### config.mk
export PLATFORM = sky130hd
export DESIGN_NAME = ins_encoder_flat
export DESIGN_NICKNAME = d
export VERILOG_FILES = /design/src/rtl/ins_encoder_pkg.sv /design/src/rtl/ins_encoder_if.sv /design/src/rtl/ins_format_pack.sv /design/src/rtl/ins_encoder.sv /design/src/flat_wrapper.sv
export SDC_FILE = /design/constraint.sdc
export NUM_CORES = 1
export LEC_CHECK = 0
export BUFFER_PORTS_ARGS = -buffer_cell sky130_fd_sc_hd__buf_4
export CORE_MARGIN = 4
export CORE_UTILIZATION = 58
export CTS_CLUSTER_SIZE = 20
export DETAILED_ROUTE_END_ITERATION = 6
export GPL_ROUTABILITY_DRIVEN = 0
export PLACE_DENSITY_LB_ADDON = 0.2
export SYNTH_ARGS = -nofsm -noshare
export SYNTH_HDL_FRONTEND = slang
export SYNTH_SLANG_ARGS = --single-unit
### constraint.sdc
create_clock -name clk_in -period 2.4 [get_ports clk_in]
set_clock_uncertainty 0.05 [all_clocks]
set_input_delay 0 -clock clk_in [delete_from_list [all_inputs] [get_ports clk_in]]
set_output_delay 0 -clock clk_in [all_outputs]
set_load 0.01 [all_outputs]
### src/rtl/ins_encoder_pkg.sv
// Shared instruction enumeration, field widths and RV32I opcode/funct constants
// used by the micro-op encoder.
package ins_encoder_pkg;

    localparam int OPE_WIDTH        = 6;
    localparam int REG_NUMBER_WIDTH = 5;
    localparam int DATA_WIDTH       = 32;

    typedef enum logic [OPE_WIDTH-1:0] {
        LUI, AUIPC, JAL, JALR,
        BEQ, BNE, BLT, BGE, BLTU, BGEU,
        LB, LH, LW, LBU, LHU,
        SB, SH, SW,
        ADDI, SLTI, SLTIU, XORI, ORI, ANDI, SLLI, SRLI, SRAI,
        ADD, SUB, SLL, SLT, SLTU, XOR, SRL, SRA, OR, AND,
        EMPTY_INS
    } ins_type_e;

    localparam logic [6:0] OPC_LUI    = 7'h37;
    localparam logic [6:0] OPC_AUIPC  = 7'h17;
    localparam logic [6:0] OPC_JAL    = 7'h6F;
    localparam logic [6:0] OPC_JALR   = 7'h67;
    localparam logic [6:0] OPC_LOAD   = 7'h03;
    localparam logic [6:0] OPC_STORE  = 7'h23;
    localparam logic [6:0] OPC_BRANCH = 7'h63;
    localparam logic [6:0] OPC_OP_IMM = 7'h13;
    localparam logic [6:0] OPC_OP     = 7'h33;

    localparam logic [6:0] F7_BASE = 7'h00;
    localparam logic [6:0] F7_ALT  = 7'h20;

    // Emitted in place of any request that cannot be encoded (addi x0,x0,0).
    localparam logic [31:0] NOP_CODE = 32'h0000_0013;

    typedef struct packed {
        logic [31:0] code;
        logic [31:0] pc;
        logic        err;
    } enc_word_t;

    function automatic logic [2:0] funct3_of(logic [OPE_WIDTH-1:0] t);
        logic [2:0] f3;
        f3 = 3'd0;
        case (t)
            BNE, LH, SH, SLLI, SLL:              f3 = 3'd1;
            LW, SW, SLTI, SLT:                   f3 = 3'd2;
            SLTIU, SLTU:                         f3 = 3'd3;
            BLT, LBU, XORI, XOR:                 f3 = 3'd4;
            BGE, LHU, SRLI, SRAI, SRL, SRA:      f3 = 3'd5;
            BLTU, ORI, OR:                       f3 = 3'd6;
            BGEU, ANDI, AND:                     f3 = 3'd7;
            default:                             f3 = 3'd0;
        endcase
        return f3;
    endfunction

    // True when v is representable as a signed value whose sign bit is v[msb].
    function automatic logic fits_signed(logic [31:0] v, int unsigned msb);
        logic [31:0] s;
        s = 32'($signed(v) >>> msb);
        return (s == '0) || (s == '1);
    endfunction

endpackage

### src/rtl/ins_encoder_if.sv
// Request and encoded-word streams between a micro-op producer and the encoder.
interface ins_encoder_if;
    import ins_encoder_pkg::*;

    logic                        in_valid;
    logic                        in_ready;
    logic [OPE_WIDTH-1:0]        in_type;
    logic [REG_NUMBER_WIDTH-1:0] in_rd;
    logic [REG_NUMBER_WIDTH-1:0] in_rs1;
    logic [REG_NUMBER_WIDTH-1:0] in_rs2;
    logic [DATA_WIDTH-1:0]       in_imm;
    logic                        out_valid;
    logic                        out_ready;
    logic [31:0]                 out_code;
    logic [31:0]                 out_pc;
    logic                        out_err;

    modport master (
        output in_valid, in_type, in_rd, in_rs1, in_rs2, in_imm, out_ready,
        input  in_ready, out_valid, out_code, out_pc, out_err
    );

    modport slave (
        input  in_valid, in_type, in_rd, in_rs1, in_rs2, in_imm, out_ready,
        output in_ready, out_valid, out_code, out_pc, out_err
    );

endinterface

### src/rtl/ins_format_pack.sv
// Combinational packer: micro-op type, registers and decoder-form immediate
// into a 32-bit RV32I word, or NOP with err when the request is not encodable.
module ins_format_pack
    import ins_encoder_pkg::*;
(
    input  logic [OPE_WIDTH-1:0]        ins_type,
    input  logic [REG_NUMBER_WIDTH-1:0] rd,
    input  logic [REG_NUMBER_WIDTH-1:0] rs1,
    input  logic [REG_NUMBER_WIDTH-1:0] rs2,
    input  logic [DATA_WIDTH-1:0]       imm,
    output logic [31:0]                 code,
    output logic                        err
);

    logic [31:0] raw;
    logic        bad;
    logic [2:0]  f3;
    logic [6:0]  f7;

    always_comb begin
        raw = '0;
        bad = 1'b0;
        f3  = funct3_of(ins_type);
        f7  = (ins_type == SUB || ins_type == SRA) ? F7_ALT : F7_BASE;
        case (ins_type)
            LUI: begin
                raw = {imm[19:0], rd, OPC_LUI};
                bad = !fits_signed(imm, 19);
            end
            AUIPC: begin
                raw = {imm[19:0], rd, OPC_AUIPC};
                bad = !fits_signed(imm, 19);
            end
            JAL: begin
                raw = {imm[20], imm[10:1], imm[11], imm[19:12], rd, OPC_JAL};
                bad = !fits_signed(imm, 20) || imm[0];
            end
            JALR: begin
                raw = {imm[11:0], rs1, 3'd0, rd, OPC_JALR};
                bad = !fits_signed(imm, 11);
            end
            LB, LH, LW, LBU, LHU: begin
                raw = {imm[11:0], rs1, f3, rd, OPC_LOAD};
                bad = !fits_signed(imm, 11);
            end
            ADDI, SLTI, SLTIU, XORI, ORI, ANDI: begin
                raw = {imm[11:0], rs1, f3, rd, OPC_OP_IMM};
                bad = !fits_signed(imm, 11);
            end
            // Shift amount lives in imm[4:0]; imm[11:5] carries the funct7 pattern.
            SLLI, SRLI: begin
                raw = {imm[11:0], rs1, f3, rd, OPC_OP_IMM};
                bad = (imm[31:5] != 27'd0);
            end
            SRAI: begin
                raw = {imm[11:0], rs1, f3, rd, OPC_OP_IMM};
                bad = (imm[31:5] != 27'h20);
            end
            SB, SH, SW: begin
                raw = {imm[11:5], rs2, rs1, f3, imm[4:0], OPC_STORE};
                bad = !fits_signed(imm, 11);
            end
            BEQ, BNE, BLT, BGE, BLTU, BGEU: begin
                raw = {imm[12], imm[10:5], rs2, rs1, f3, imm[4:1], imm[11], OPC_BRANCH};
                bad = !fits_signed(imm, 12) || imm[0];
            end
            ADD, SUB, SLL, SLT, SLTU, XOR, SRL, SRA, OR, AND: begin
                raw = {f7, rs2, rs1, f3, rd, OPC_OP};
            end
            default: bad = 1'b1;
        endcase
        code = bad ? NOP_CODE : raw;
        err  = bad;
    end

endmodule

### src/rtl/ins_encoder.sv
// Micro-op encoder: packs accepted requests, tags them with a running PC and
// queues them in a 2-entry FIFO toward the instruction-word consumer.
module ins_encoder
    import ins_encoder_pkg::*;
(
    input  logic          clk_in,
    input  logic          rst_in,
    input  logic          clear_in,
    ins_encoder_if.slave  bus
);

    logic [31:0] pack_code;
    logic        pack_err;
    enc_word_t   mem [2];
    logic        wr_ptr;
    logic        rd_ptr;
    logic [1:0]  count;
    logic [31:0] pc;
    logic        push;
    logic        pop;
    enc_word_t   head;

    ins_format_pack u_pack (
        .ins_type (bus.in_type),
        .rd       (bus.in_rd),
        .rs1      (bus.in_rs1),
        .rs2      (bus.in_rs2),
        .imm      (bus.in_imm),
        .code     (pack_code),
        .err      (pack_err)
    );

    // A full FIFO refuses pushes even when the head is leaving this cycle.
    assign bus.in_ready  = (count != 2'd2);
    assign bus.out_valid = (count != 2'd0);
    assign push          = bus.in_valid && bus.in_ready;
    assign pop           = bus.out_valid && bus.out_ready;

    assign head          = mem[rd_ptr];
    assign bus.out_code  = head.code;
    assign bus.out_pc    = head.pc;
    assign bus.out_err   = head.err;

    always_ff @(posedge clk_in or negedge rst_in) begin
        if (!rst_in) begin
            for (int i = 0; i < 2; i++) mem[i] <= '0;
            wr_ptr <= 1'b0;
            rd_ptr <= 1'b0;
            count  <= 2'd0;
            pc     <= 32'd0;
        end else if (clear_in) begin
            wr_ptr <= 1'b0;
            rd_ptr <= 1'b0;
            count  <= 2'd0;
            pc     <= 32'd0;
        end else begin
            if (push) begin
                mem[wr_ptr] <= '{code: pack_code, pc: pc, err: pack_err};
                wr_ptr      <= ~wr_ptr;
                pc          <= pc + 32'd4;
            end
            if (pop) rd_ptr <= ~rd_ptr;
            case ({push, pop})
                2'b10:   count <= count + 2'd1;
                2'b01:   count <= count - 2'd1;
                default: count <= count;
            endcase
        end
    end

endmodule

### src/flat_wrapper.sv
// flat-port wrapper written by rule: the top's interface ports become plain ports
module ins_encoder_flat import ins_encoder_pkg::*;
  (clk_in, rst_in, clear_in, bus_in_valid, bus_in_type, bus_in_rd, bus_in_rs1, bus_in_rs2, bus_in_imm, bus_out_ready, bus_in_ready, bus_out_valid, bus_out_code, bus_out_pc, bus_out_err);
  ins_encoder_if bus_i ();
  input  logic clk_in;
  input  logic rst_in;
  input  logic clear_in;
  input wire logic [$bits(bus_i.in_valid)-1:0] bus_in_valid;
  input wire logic [$bits(bus_i.in_type)-1:0] bus_in_type;
  input wire logic [$bits(bus_i.in_rd)-1:0] bus_in_rd;
  input wire logic [$bits(bus_i.in_rs1)-1:0] bus_in_rs1;
  input wire logic [$bits(bus_i.in_rs2)-1:0] bus_in_rs2;
  input wire logic [$bits(bus_i.in_imm)-1:0] bus_in_imm;
  input wire logic [$bits(bus_i.out_ready)-1:0] bus_out_ready;
  output wire logic [$bits(bus_i.in_ready)-1:0] bus_in_ready;
  output wire logic [$bits(bus_i.out_valid)-1:0] bus_out_valid;
  output wire logic [$bits(bus_i.out_code)-1:0] bus_out_code;
  output wire logic [$bits(bus_i.out_pc)-1:0] bus_out_pc;
  output wire logic [$bits(bus_i.out_err)-1:0] bus_out_err;
  assign bus_i.in_valid = bus_in_valid;
  assign bus_i.in_type = bus_in_type;
  assign bus_i.in_rd = bus_in_rd;
  assign bus_i.in_rs1 = bus_in_rs1;
  assign bus_i.in_rs2 = bus_in_rs2;
  assign bus_i.in_imm = bus_in_imm;
  assign bus_i.out_ready = bus_out_ready;
  assign bus_in_ready = bus_i.in_ready;
  assign bus_out_valid = bus_i.out_valid;
  assign bus_out_code = bus_i.out_code;
  assign bus_out_pc = bus_i.out_pc;
  assign bus_out_err = bus_i.out_err;
  ins_encoder u_core (.clk_in(clk_in), .rst_in(rst_in), .clear_in(clear_in), .bus(bus_i));
endmodule
==> metrics.md <==
| Metric | Value |
|---|---|
| Post-Syn Area | `8360 um2` |
| Mean Syn Cell Area | `9.21 um2` |
| Fmax | `426 MHz` |
| Largest net degree at the start of global routing | `73` |
| Worst hold path endpoint | `u_core.mem[109]` |
| Slew headroom | `55.9%` |
| Largest area contributor in the netlist | `dfrtp_1` |
| Unique cell type count in the Yosys netlist | `62` |
| Diodes inserted | `0` |
| GRT Overall Usage | `27.7%` |
| Post-synth top area share | `47.3%` |
| Slowest-stage cell, CP | `nor3b_1` |
| Non-filler cells, final | `1274` |
| Sequential cell area | `3960 um2` |
| CP endpoint kind | `flip-flop` |
| Status | `finished with violations` |
| R2R Path Start | `u_core.count[0]` |
| Initial antenna violation count | `0` |
| Row cnt | `43` |
| Layout area overhead | `28.7%` |
| Worst path required time | `2.65 ns` |
| CTS max path bufs | `2` |
| Synth warn | `0` |
| Die W | `128 um` |
| Routed wire per std cell | `17.3 um` |
| Synth Instances | `907` |
| P per Cell Area | `611 nW/um2` |
| Max IR drop VDD | `0.000577 V` |
| Vias in the first global route | `7411` |
| Filler cells | `994` |
| Main synth FF type | `dfrtp_1` |
| Core Area | `14000 um2` |
| Startpoint Class | `input pin` |
| CTS tree | `done` |
| CP max stage delay | `0.56 ns` |
| Max-cap violation count | `0` |
| Overflow after GRT | `0` |
| Most used cell, CP | `buf_4` |
| Final setup fails | `0` |
| Wire length of the first global-routing pass | `36.3 mm` |
| Clk slew on worst S/H paths | `0.06 ns` |
| EDFF count, synth | `0` |
| Slew at the pin closest to its max-slew limit | `0.660 ns` |
| Die area | `16400 um2` |
| Final Cycle Share | `97.9%` |
| Area taken by multi-input logic gates | `4120 um2` |
| Clk sinks | `158` |
| Hold Slack | `-0.00707 ns` |
| Skew-Pair Late Insertion Delay | `0.43 ns` |
| Post-Layout Inst Area | `10800 um2` |
| Placed Instance Area | `9780 um2` |
| Async set-or-reset flop fraction in the synthesized netlist | `100%` |
| WHS Path Cells | `3` |
| Reg-to-reg endpoint | `u_core.pc[30]` |
| R2R cell count | `9` |
| H-tree depth | `4` |
| Post-route ant nets | `0` |
| Critical Path AT | `2.60 ns` |
| HP Class | `input pin to flip-flop` |
| Final net count | `1148` |
| Placed cell count | `1205` |
| Yosys reg bits | `158` |
| Root Driver | `clkbuf_16` |
| Clock period minus worst slack | `2.35 ns` |
| Failing checks | `design-rule violations, negative hold slack` |
| Final Slew Violations | `0` |
| CTS Buf Count | `17` |
| WS Path Type | `input pin to flip-flop` |
| Initial Util | `59.7%` |
| # IOs | `125` |
| Drt first-iter violations | `576` |
| Crit-path max FO | `13` |
| Vias/cell | `5.88` |
| HPWL after detailed placement | `14.9 mm` |
| DRC | `11` |
| Synth area leaders | `dfrtp_1 47%, nand2_1 12%, mux2_2 8.9%` |
| Share of layout cells above drive strength 1 | `27.9%` |
| Post-synthesis sequential area ratio | `47.3%` |
| Wirelength, routed | `22.1 mm` |
| Min-delay src | `bus_in_imm[4]` |
| Die height | `128 um` |
| Crit-path cells | `buf_4, inv_4, ha_1, buf_4, or3_1, a311o_1, nand2_1, nor3b_1, nor4_1, a221oi_1, o31ai_1` |
| Number of port buffers | `122` |
| R2r setup slk | `0.20 ns` |
| Fin. Hold Viols | `1` |
| Routed via count | `7487` |
| Drt first pass iters | `7` |
| LEAKAGE | `5.17 nW` |
-- layout make-up --
type	count	share of cell area [%]
sequential	158	36.8
clock buffer	21	4.19
clock inverter	10	1.08
timing repair buffer	225	17.2
inverter	10	0.419
tap	180	2.09
multi-input combinational	670	38.3
-- state kept, by name (all words and copies together), names as in the netlist --
name	count
u_core.rd_ptr	1
u_core.mem	124
u_core.wr_ptr	1
u_core.count	2
u_core.pc	30
-- logic make-up after synthesis --
family / Yosys count / synth area share (%)
flip-flops: 158 / 47.3
buffers and inverters: 80 / 4.19
AO/OA/AOI/OAI: 146 / 12.7
multiplexers: 68 / 9.13
XOR/XNOR: 30 / 3.14
adder cells (fa/ha/maj): 8 / 1.20
AND/OR/NAND/NOR: 416 / 22.3
other: 1 / 0.0449
-- cells in the mapped netlist, drive strengths merged, types with 4 or more instances --
cell / instances
nand3: 18
inv: 10
nor4: 10
nor2b: 9
mux2: 66
a21oi: 14
a222oi: 10
o21ai: 22
ha: 8
and2: 8
nor2: 47
nand4: 14
clkbuf: 54
buf: 16
and3: 9
nand2: 257
a221oi: 4
or3: 7
nand2b: 9
xor2: 18
o31ai: 56
dfrtp: 158
xnor2: 12
a22oi: 13
nor3: 11
-- stage by stage --
stage          setup slack (ns)  utilization [%]  power, mW  setup TNS [ns]
5_1_grt                 -0.0507             76.9       6.82         -0.0507
3_3_place_gp             -0.325             69.9       3.92           -1.45
3_5_place_dp             -0.306             69.9       3.94           -2.04
6_report                 0.0514             76.9       6.57               0
2_1_floorplan           0.00316                -       3.48               0
4_1_cts                  0.0348             76.5       6.57               0
-- placed cells by master (no fill, tap or decap), drive strengths merged, types with 11 or more instances in the layout --
cell type | Yosys | routed
nand2 | 257 | 257
buf | 16 | 189
dfrtp | 158 | 158
mux2 | 66 | 66
o31ai | 56 | 56
nor2 | 47 | 47
dlygate4sd3 | 0 | 36
o21ai | 22 | 22
clkbuf | 54 | 21
nand3 | 18 | 18
xor2 | 18 | 18
a21oi | 14 | 14
nand4 | 14 | 14
a22oi | 13 | 13
xnor2 | 12 | 12
nor3 | 11 | 11
-- worst max-delay path, delay by kind of cell --
| family | cells | cell delay [ns] |
|---|---|---|
| fa+ha+maj | 1 | 0.21 |
| compound gates | 3 | 0.76 |
| buf+inv | 3 | 0.36 |
| simple gates | 4 | 1.26 |
-- metal layers --
metal	GRT usage [%]	wire (um)	vias up
li1	-	-	3513
met1	35.3	8970	3605
met2	45.7	10900	309
met3	6.46	1490	60
met4	11.4	757	0
met5	0	0	-
-- power breakdown --
| part | switching, mW | internal (mW) | total, mW |
|---|---|---|---|
| registers | 0.0792 | 2.79 | 2.86 |
| logic | 0.604 | 0.510 | 1.11 |
| clock network | 1.04 | 1.55 | 2.59 |
-- worst max-delay path by stage --
| stage | from | endpoint | slack (ns) |
|---|---|---|---|
| after floorplan | bus_in_type[0] | u_core.mem[39] | 0.003 |
| after CTS | bus_in_type[0] | u_core.mem[120] | 0.03 |
| final | bus_in_type[0] | u_core.mem[47] | 0.05 |
| after global placement | bus_in_type[0] | u_core.mem[112] | -0.33 |
| after detailed placement | bus_in_type[0] | u_core.mem[110] | -0.31 |
| after global routing | bus_in_type[0] | u_core.mem[120] | -0.05 |
-- timing repair --
item                                    4_1_cts  5_1_grt
endpoints found under the setup margin        0       32
setup buffers                                 0        2
gates resized for setup                       0        7
hold buffers                                 36        2
hold endpoints to repair                    184        1
Power figures use the tool's default switching activity.
